## src/rtl/first_one_iterator.sv

```systemverilog
// rtl/first_one_iterator.sv - emits each set bit of an accepted vector, lowest index first, one beat per cycle
// Optional beat-remaining counter port enabled by FIRST_ONE_ITERATOR_COUNT_EN.
module first_one_iterator #(
  parameter int WIDTH = 8,
  localparam int INDEX_WIDTH = $clog2(WIDTH),
  localparam int COUNT_WIDTH = $clog2(WIDTH + 1)
) (
  input  logic                   clock,
  input  logic                   reset,
  input  logic [WIDTH-1:0]       input_data,
  input  logic                   input_valid,
  output logic                   input_ready,
  output logic [WIDTH-1:0]       output_first_one,
  output logic [INDEX_WIDTH-1:0] output_index,
  output logic                   output_last,
  output logic                   output_valid,
  input  logic                   output_ready
`ifdef FIRST_ONE_ITERATOR_COUNT_EN
  ,
  output logic [COUNT_WIDTH-1:0] output_remaining
`endif
);

  typedef enum logic {
    IDLE,
    ITERATE
  } state_t;

  state_t           state;
  state_t           state_next;
  logic [WIDTH-1:0] pending;
  logic [WIDTH-1:0] pending_next;
  logic [WIDTH-1:0] lowest;
  logic             load;
  logic             advance;

  assign lowest           = pending & (~pending + 1'b1);
  assign output_valid     = (pending != '0);
  assign output_first_one = lowest;
  assign output_last      = output_valid && ((pending & (pending - 1'b1)) == '0);
  assign advance          = output_valid && output_ready;
  assign input_ready      = (state == IDLE) || (advance && output_last);
  assign load             = input_valid && input_ready;

  always_comb begin
    output_index = '0;
    for (int i = 0; i < WIDTH; i++) begin
      if (lowest[i]) output_index = i[INDEX_WIDTH-1:0];
    end
  end

  // A load in the same cycle as the final beat replaces the drained vector with no bubble.
  always_comb begin
    state_next   = state;
    pending_next = pending;
    if (load) begin
      pending_next = input_data;
      state_next   = (input_data != '0) ? ITERATE : IDLE;
    end else if (advance) begin
      pending_next = pending & ~lowest;
      if (output_last) state_next = IDLE;
    end
  end

  always_ff @(posedge clock) begin
    if (reset) begin
      state   <= IDLE;
      pending <= '0;
    end else begin
      state   <= state_next;
      pending <= pending_next;
    end
  end

`ifdef FIRST_ONE_ITERATOR_COUNT_EN
  logic [COUNT_WIDTH-1:0] load_count;
  logic [COUNT_WIDTH-1:0] remaining;

  always_comb begin
    load_count = '0;
    for (int i = 0; i < WIDTH; i++) begin
      load_count = load_count + {{(COUNT_WIDTH-1){1'b0}}, input_data[i]};
    end
  end

  always_ff @(posedge clock) begin
    if (reset) begin
      remaining <= '0;
    end else if (load) begin
      remaining <= load_count;
    end else if (advance) begin
      remaining <= remaining - 1'b1;
    end
  end

  assign output_remaining = remaining;
`endif

endmodule

```

## config.mk

```make
export PLATFORM = sky130hd
export DESIGN_NAME = first_one_iterator
export DESIGN_NICKNAME = d
export VERILOG_FILES = /design/src/rtl/first_one_iterator.sv
export SDC_FILE = /design/constraint.sdc
export NUM_CORES = 1
export LEC_CHECK = 0
export BUFFER_PORTS_ARGS = -buffer_cell sky130_fd_sc_hd__buf_2
export CAP_MARGIN = 15
export CORE_MARGIN = 3
export CORE_UTILIZATION = 51
export CTS_BUF_LIST = sky130_fd_sc_hd__clkbuf_16
export DETAILED_ROUTE_END_ITERATION = 8
export GPL_ROUTABILITY_DRIVEN = 0
export PLACE_DENSITY = 0.82
export SLEW_MARGIN = 5
export SYNTH_ARGS = -nofsm -noshare
export SYNTH_HDL_FRONTEND = slang
export SYNTH_SLANG_ARGS = --single-unit
```

## constraint.sdc

```tcl
create_clock -name clock -period 3.7 [get_ports clock]
set_input_delay 0.37 -clock clock [delete_from_list [all_inputs] [get_ports clock]]
set_output_delay 0.37 -clock clock [all_outputs]
set_load 0.01 [all_outputs]
```

==> summary.txt, run 1 <==
Run status
  • Status: finished clean

Synthesis
  • Yosys reg bits: 9
  • Synth top area share: 24.91%
  • Async set-reset flop share out of synthesis: 0%
  • Top post-synthesis cells by area: dfxtp_1, a32o_1, nor3_1
  • Yosys cell types: 35
  • Cell taking the most area after synthesis: dfxtp_1
  • Synth top cells by count: dfxtp_1, nor2_1, nand2_1, nor3_1, inv_1
  • Netlist Area Pre-Place: 723.2 µm²
  • Ys flop type: dfxtp_1
  • Mapped Nets: 108
  • Sequential element share of the synthesized area: 24.91%
  • Synth warnings: 0
  • Mean Syn Cell Area: 7.533 µm²
  • Syn Inst Count: 96
  • EDFF count, synth: 0

Floorplanning
  • FP Rows: 12
  • Die area: 1906 µm²
  • Chip width: 43.66 µm
  • Initial Util: 59.47%
  • Core ar.: 1216 µm²
  • Top Ports: 26
  • Chip height: 43.66 µm

Worst setup path
  • CP max FO: 11
  • Crit Path Category: flip-flop to primary output
  • Crit end category: primary output
  • R2R Setup Slk: 1.40 ns
  • Reg-to-Reg Start: pending[0]
  • Critical path arrival: 2.36 ns
  • Critical Path Source Type: flip-flop
  • WP data required: 3.33 ns
  • Reg2reg end: pending[0]
  • Reg2Reg Depth: 5

Pwr
  • Power per cell area: 518.2 nW/µm²
  • Net Switching: 150.4 µW
  • Sw Share: 32.35%
  • Internal power: 314.5 µW
  • Peak VDD IR: 0.5058 mV
  • P_leak: 0.4203 nW
  • Flop pwr share: 27.7%
  • Clk pwr share: 39.6%
  • Comb pwr share: 32.7%

Drt
  • Total wire length: 1.826 mm
  • DRT Pass-1 Iters: 4
  • Met3 wire length: 105 µm
  • Vias post-DR: 779
  • DR top layer: met4
  • Met2 routed wirelength: 889 µm
  • WL/cell: 14.05 µm
  • WL met1: 821 µm
  • Initial DRC count: 37
  • Detail Route Antenna Nets: 0
  • DRC Markers: 0
  • Via density: 5.992

Timing
  • RSZ-0062 raised after global routing: no
  • Period Utilization, post-route: 73.73%
  • Setup TNS: 0 ns
  • Worst Max-Slew Pin Slew: 0.9000 ns
  • Setup WS post-layout: 0.9721 ns
  • Min Tclk post-route: 2.728 ns
  • Max Slew Vio Count: 0
  • Clock Skew: 0.0007343 ns
  • Max Fclk: 366.6 MHz
  • Final setup violation count: 0
  • Slew HR: 39.45%
  • Final hold vios: 0

Hold path
  • Worst Hold Class: primary input to flip-flop
  • Hold Path Origin: reset
  • Hold Path Cell Cnt: 2
  • Sink of the worst hold path: pending[2]

Cells and area
  • Share of cells above drive strength 1: 28.45%
  • Nets: 129
  • Filler instances: 93
  • Layout area overhead: 24.05%
  • Fin cells: 130
  • Inserted Diodes: 0
  • FF+latch area: 180.2 µm²
  • Finished layout cell area: 897.1 µm²
  • Footprint of the multi-input gates: 473.0 µm²

Clock tree
  • Setup bufs post-CTS: 0
  • CTS Sinks: 9
  • Hold-fix buffers, CTS: 0
  • CTS Root Cell: clkbuf_16
  • Worst-path clk slew: 0.04 ns
  • # H-tree levels: 1
  • CTS tree: done
  • # resized after CTS: 0
  • Cts bufs inserted: 3
  • Worst-skew pair later-pin latency: 0.23 ns
  • Clock Path Buffers: 2

Placement
  • Dpl ws: 1.226 ns
  • Post-Place Cells: 126
  • IO buf count: 25
  • HPWL after DPL: 1.417 mm
  • Placement-stage cell area: 818.3 µm²

Global route
  • Tot GR Track Use: 20.71%
  • Global route overflow: 0
  • Largest net degree at the start of global routing: 15
  • Vias in the first global route: 643
  • First-pass GRT wire length: 3.008 mm
  • Initial antenna violation count: 0

Job
  • Max-capacitance violation count: 0
-- worst max path at each step --
stage          cells past startpoint  startpoint           to  slack, ns
3_5_place_dp                       6  pending[0]  input_ready       1.23
5_1_grt                            6  pending[0]  output_last       0.74
2_1_floorplan                      7  pending[0]  output_last       1.34
6_report                           6  pending[0]  input_ready       0.97
3_3_place_gp                       6  pending[0]  input_ready       1.24
4_1_cts                            6  pending[0]  input_ready       0.97
-- layout by cell type (no fill, tap or decap), types with 3 or more instances in the layout --
master / Yosys / layout
buf_2: 2 / 25
nor2_1: 9 / 9
dfxtp_1: 9 / 9
nand2_1: 8 / 8
inv_1: 6 / 7
nor3_1: 7 / 7
nor4_1: 5 / 5
a32o_1: 5 / 5
nand3b_1: 3 / 3
nand3_1: 3 / 3
clkbuf_16: 0 / 3
-- sequential cells by signal (all words and copies together) (netlist names) --
signal / count
pending: 8
state: 1
-- power groups by stage --
| stage | logic, mW | registers [mW] | clock network (mW) |
|---|---|---|---|
| finish | 0.152 | 0.129 | 0.184 |
| floorplan | 0.124 | 0.113 | 0 |
| CTS | 0.153 | 0.128 | 0.186 |
| global placement | 0.149 | 0.130 | 0 |
| global route | 0.170 | 0.131 | 0.191 |
| detailed placement | 0.151 | 0.130 | 0 |
-- routing by layer --
layer / up-vias / GRT usage [%]
li1: 400 / -
met1: 351 / 27.86
met2: 26 / 32.85
met3: 2 / 6.224
met4: 0 / 3.614
met5: - / 0
-- cell type report --
class                   count  area share, %
clock buffers               3          8.368
clock inverters             1         0.4184
inverters                   6          2.510
multi-input cells          72          52.72
flip-flops and latches      9          20.08
well taps                  14          1.953
repair buffers             25          13.95
-- stage by stage --
stage	hold WS [ns]	power [mW]	utilization, %
floorplan	0.4362	0.2368	-
global placement	0.5714	0.2792	67.28
detailed placement	0.5886	0.2816	67.28
CTS	0.3422	0.4671	73.77
global route	0.3536	0.4930	73.77
finish	0.3433	0.4649	73.77
-- kinds of logic after synthesis --
group	Yosys count	share of synthesized area, %
flops	9	24.91
mux	1	1.384
compound gates	22	27.51
buf+inv	15	9.689
xor+xnor	1	1.211
simple gates	48	35.29
-- worst max-delay path, cell delays in order, from the launching register on --
cell and delay (ns):
dfxtp_1 0.38, or4_1 0.67, or3_1 0.37, a221oi_2 0.39, o21ai_2 0.13, inv_1 0.06, buf_2 0.12
(Power assumes the default switching activity.)
==> run 2: changes to the inputs <==
CORE_UTILIZATION = 47   (was 51)
PLACE_DENSITY = 0.76   (was 0.82)
clock period = 2.6 ns   (was 3.7 ns; I/O delays follow)
==> run 2 against run 1 <==
Compared with the run above: utilization fell by 5.5 points; via count is 6.4% higher; sequential power grew 44%; count of clock-buffer cells in the layout unchanged; clock power is 45% higher; clock skew rose by 0.00090 ns; die area is 7.3% higher; cell area grew 3.9%; largest cell class unchanged.
==> summary.txt, run 2 (synthesis results as in run 1) <==
Run status
  • Status: finished clean (unchanged)

Timing
  • Max Fclk: 405.2 MHz
  • Setup TNS: 0 ns (unchanged)
  • RSZ-0062 raised after global routing: no (unchanged)
  • Slew HR: 62.52% (was 39.45%)
  • Max Slew Vio Count: 0 (unchanged)
  • Final setup violation count: 0 (unchanged)
  • Clock Skew: 0.001637 ns (was 0.0007343 ns)
  • Min Tclk post-route: 2.468 ns
  • Worst Max-Slew Pin Slew: 0.5622 ns (was 0.9000 ns)
  • Period Utilization, post-route: 94.91%
  • Final hold vios: 0 (unchanged)

Pwr
  • P_leak: 0.4378 nW (was 0.4203 nW)
  • Power consumption: 694.1 µW (was 464.9 µW)
  • Power per cell area: 744.6 nW/µm² (was 518.2 nW/µm²)
  • Peak VDD IR: 0.6797 mV (was 0.5058 mV)

Cells and area
  • Nets: 132 (was 129)
  • Registers with the most flip-flops: pending x8, state x1 (unchanged)
  • Commonest cells after routing, fill and taps aside: buf_2, nor2_1, dfxtp_1 (unchanged)
  • Share of cells above drive strength 1: 30.25% (was 28.45%)
  • Filler instances: 116 (was 93)
  • Inserted Diodes: 0 (unchanged)
  • Top reg by flops: pending (unchanged)
  • Max reg flops: 8 (unchanged)
  • Layout area overhead: 28.89% (was 24.05%)
  • Commonest non-fill, non-tap cell in the layout: buf_2 (unchanged)

Floorplanning
  • Chip width: 45.23 µm (was 43.66 µm)
  • Die area: 2045 µm² (was 1906 µm²)
  • FP Rows: 13 (was 12)
  • Initial Util: 52.93% (was 59.47%)
  • Top Ports: 26 (unchanged)
  • Core ar.: 1366 µm² (was 1216 µm²)
  • Chip height: 45.23 µm (was 43.66 µm)

Clock tree
  • Hold-fix buffers, CTS: 0 (unchanged)
  • Worst-skew pair later-pin latency: 0.23 ns (about the same)
  • # H-tree levels: 1 (unchanged)
  • CTS Sinks: 9 (unchanged)
  • Setup bufs post-CTS: 0 (unchanged)
  • Clock Path Buffers: 2 (unchanged)
  • Cts bufs inserted: 3 (unchanged)
  • # resized after CTS: 0 (unchanged)
  • CTS Root Cell: clkbuf_16 (unchanged)
  • Worst-path clk slew: 0.04 ns (about the same)
  • CTS tree: done (unchanged)

Job
  • Max-capacitance violation count: 0 (unchanged)

Drt
  • DRC Markers: 0 (unchanged)
  • DRT Pass-1 Iters: 4 (unchanged)
  • Total wire length: 2.021 mm (was 1.826 mm)
  • Detail Route Antenna Nets: 0 (unchanged)
  • Initial DRC count: 35 (was 37)
  • Vias post-DR: 829 (was 779)
  • WL/cell: 15.08 µm (was 14.05 µm)
  • Via density: 6.187 (was 5.992)

Worst setup path
  • Critical Path Source Type: flip-flop (unchanged)
  • CP max-delay cell: or4_1 (unchanged)
  • Slowest stage delay, CP: 0.55 ns (was 0.67 ns)
  • Critical path arrival: 2.21 ns (was 2.36 ns)
  • Crit end category: primary output (unchanged)
  • Worst Path Buf+Inv: 1 (was 2)
  • Cell family with most CP delay: simple AND/OR/NAND/NOR gates (unchanged)
  • Crit Path Category: flip-flop to primary output (unchanged)
  • WP data required: 2.34 ns (was 3.33 ns)
  • CP max FO: 11 (unchanged)
  • CP Cell Sequence: or4_1 > or3_1 > a221oi_4 > nor2b_1 > nor2_1 > buf_2 (was or4_1 > or3_1 > a221oi_2 > o21ai_2 > inv_1 > buf_2)

Global route
  • Global route overflow: 0 (unchanged)
  • Tot GR Track Use: 21.91% (was 20.71%)
  • First-pass GRT wire length: 3.256 mm (was 3.008 mm)
  • Initial antenna violation count: 0 (unchanged)
  • Largest net degree at the start of global routing: 15 (unchanged)
  • Vias in the first global route: 731 (was 643)

Placement
  • HPWL after DPL: 1.465 mm (was 1.417 mm)
  • IO buf count: 25 (unchanged)

Hold path
  • Worst Hold Class: primary input to flip-flop (unchanged)
run 2: cell count changes in the layout (fill, tap and decap cells not counted):
cell	previous run	this run
buf_4	0	3
a221oi_4	0	1
a221oi_2	2	1
run 2: stage by stage:
step	cells	setup WS, ns	area, µm²	hold slack (ns)	util, %
after global placement	130	0.3960	842.1	0.4609	61.63
after floorplan	96	0.3508	723.2	0.3262	-
final	134	0.1322	932.1	0.2217	68.22
after CTS	134	0.1167	920.9	0.2216	67.40
after global routing	134	0.01085	932.1	0.2310	68.22
after detailed placement	130	0.3773	842.1	0.4646	61.63
run 2: path summary, 6_finish.rpt:
kind	slack, ns	to	start	depth (start not counted)
worst max-delay path	0.13	output_last	pending[0]	6
worst max register to register	0.39	pending[4]	pending[0]	7
worst min register to register	0.62	pending[2]	state	3
worst min-delay path	0.22	pending[2]	reset	2
run 2: per-layer routing:
layer	GRT usage, %	vias to the layer above	part of all wire [%]
met4	8.187	0	1.3
met5	0	-	0
met1	26.38	382	41
met3	9.163	6	8.5
li1	-	400	-
met2	34.46	41	50
run 2: worst reg2reg max path: stages, from the launching register on:
cell	delay, ns
dfxtp_1	0.38
or4_1	0.56
buf_4	0.17
nor4b_1	0.24
nor3_1	0.12
o41ai_2	0.36
buf_4	0.21
a32o_1	0.12
run 2: cell type report:
type / instances / area [µm²] / share of cell area [%]
clock buffers: 3 / 75.07 / 8.054
clock inverters: 1 / 3.754 / 0.4027
inverters: 6 / 22.52 / 2.416
multi-input cells: 72 / 484.2 / 51.95
flip-flops and latches: 9 / 180.2 / 19.33
well taps: 15 / 18.77 / 2.013
repair buffers: 28 / 147.6 / 15.84
run 2: power breakdown:
part | switching (mW) | leakage, nW | total, mW | internal (mW)
Sequential | 0.0337 | 0.0741 | 0.186 | 0.152
Combinational | 0.132 | 0.321 | 0.242 | 0.110
Clock | 0.0652 | 0.0423 | 0.266 | 0.201
Total | 0.231 | 0.438 | 0.694 | 0.463
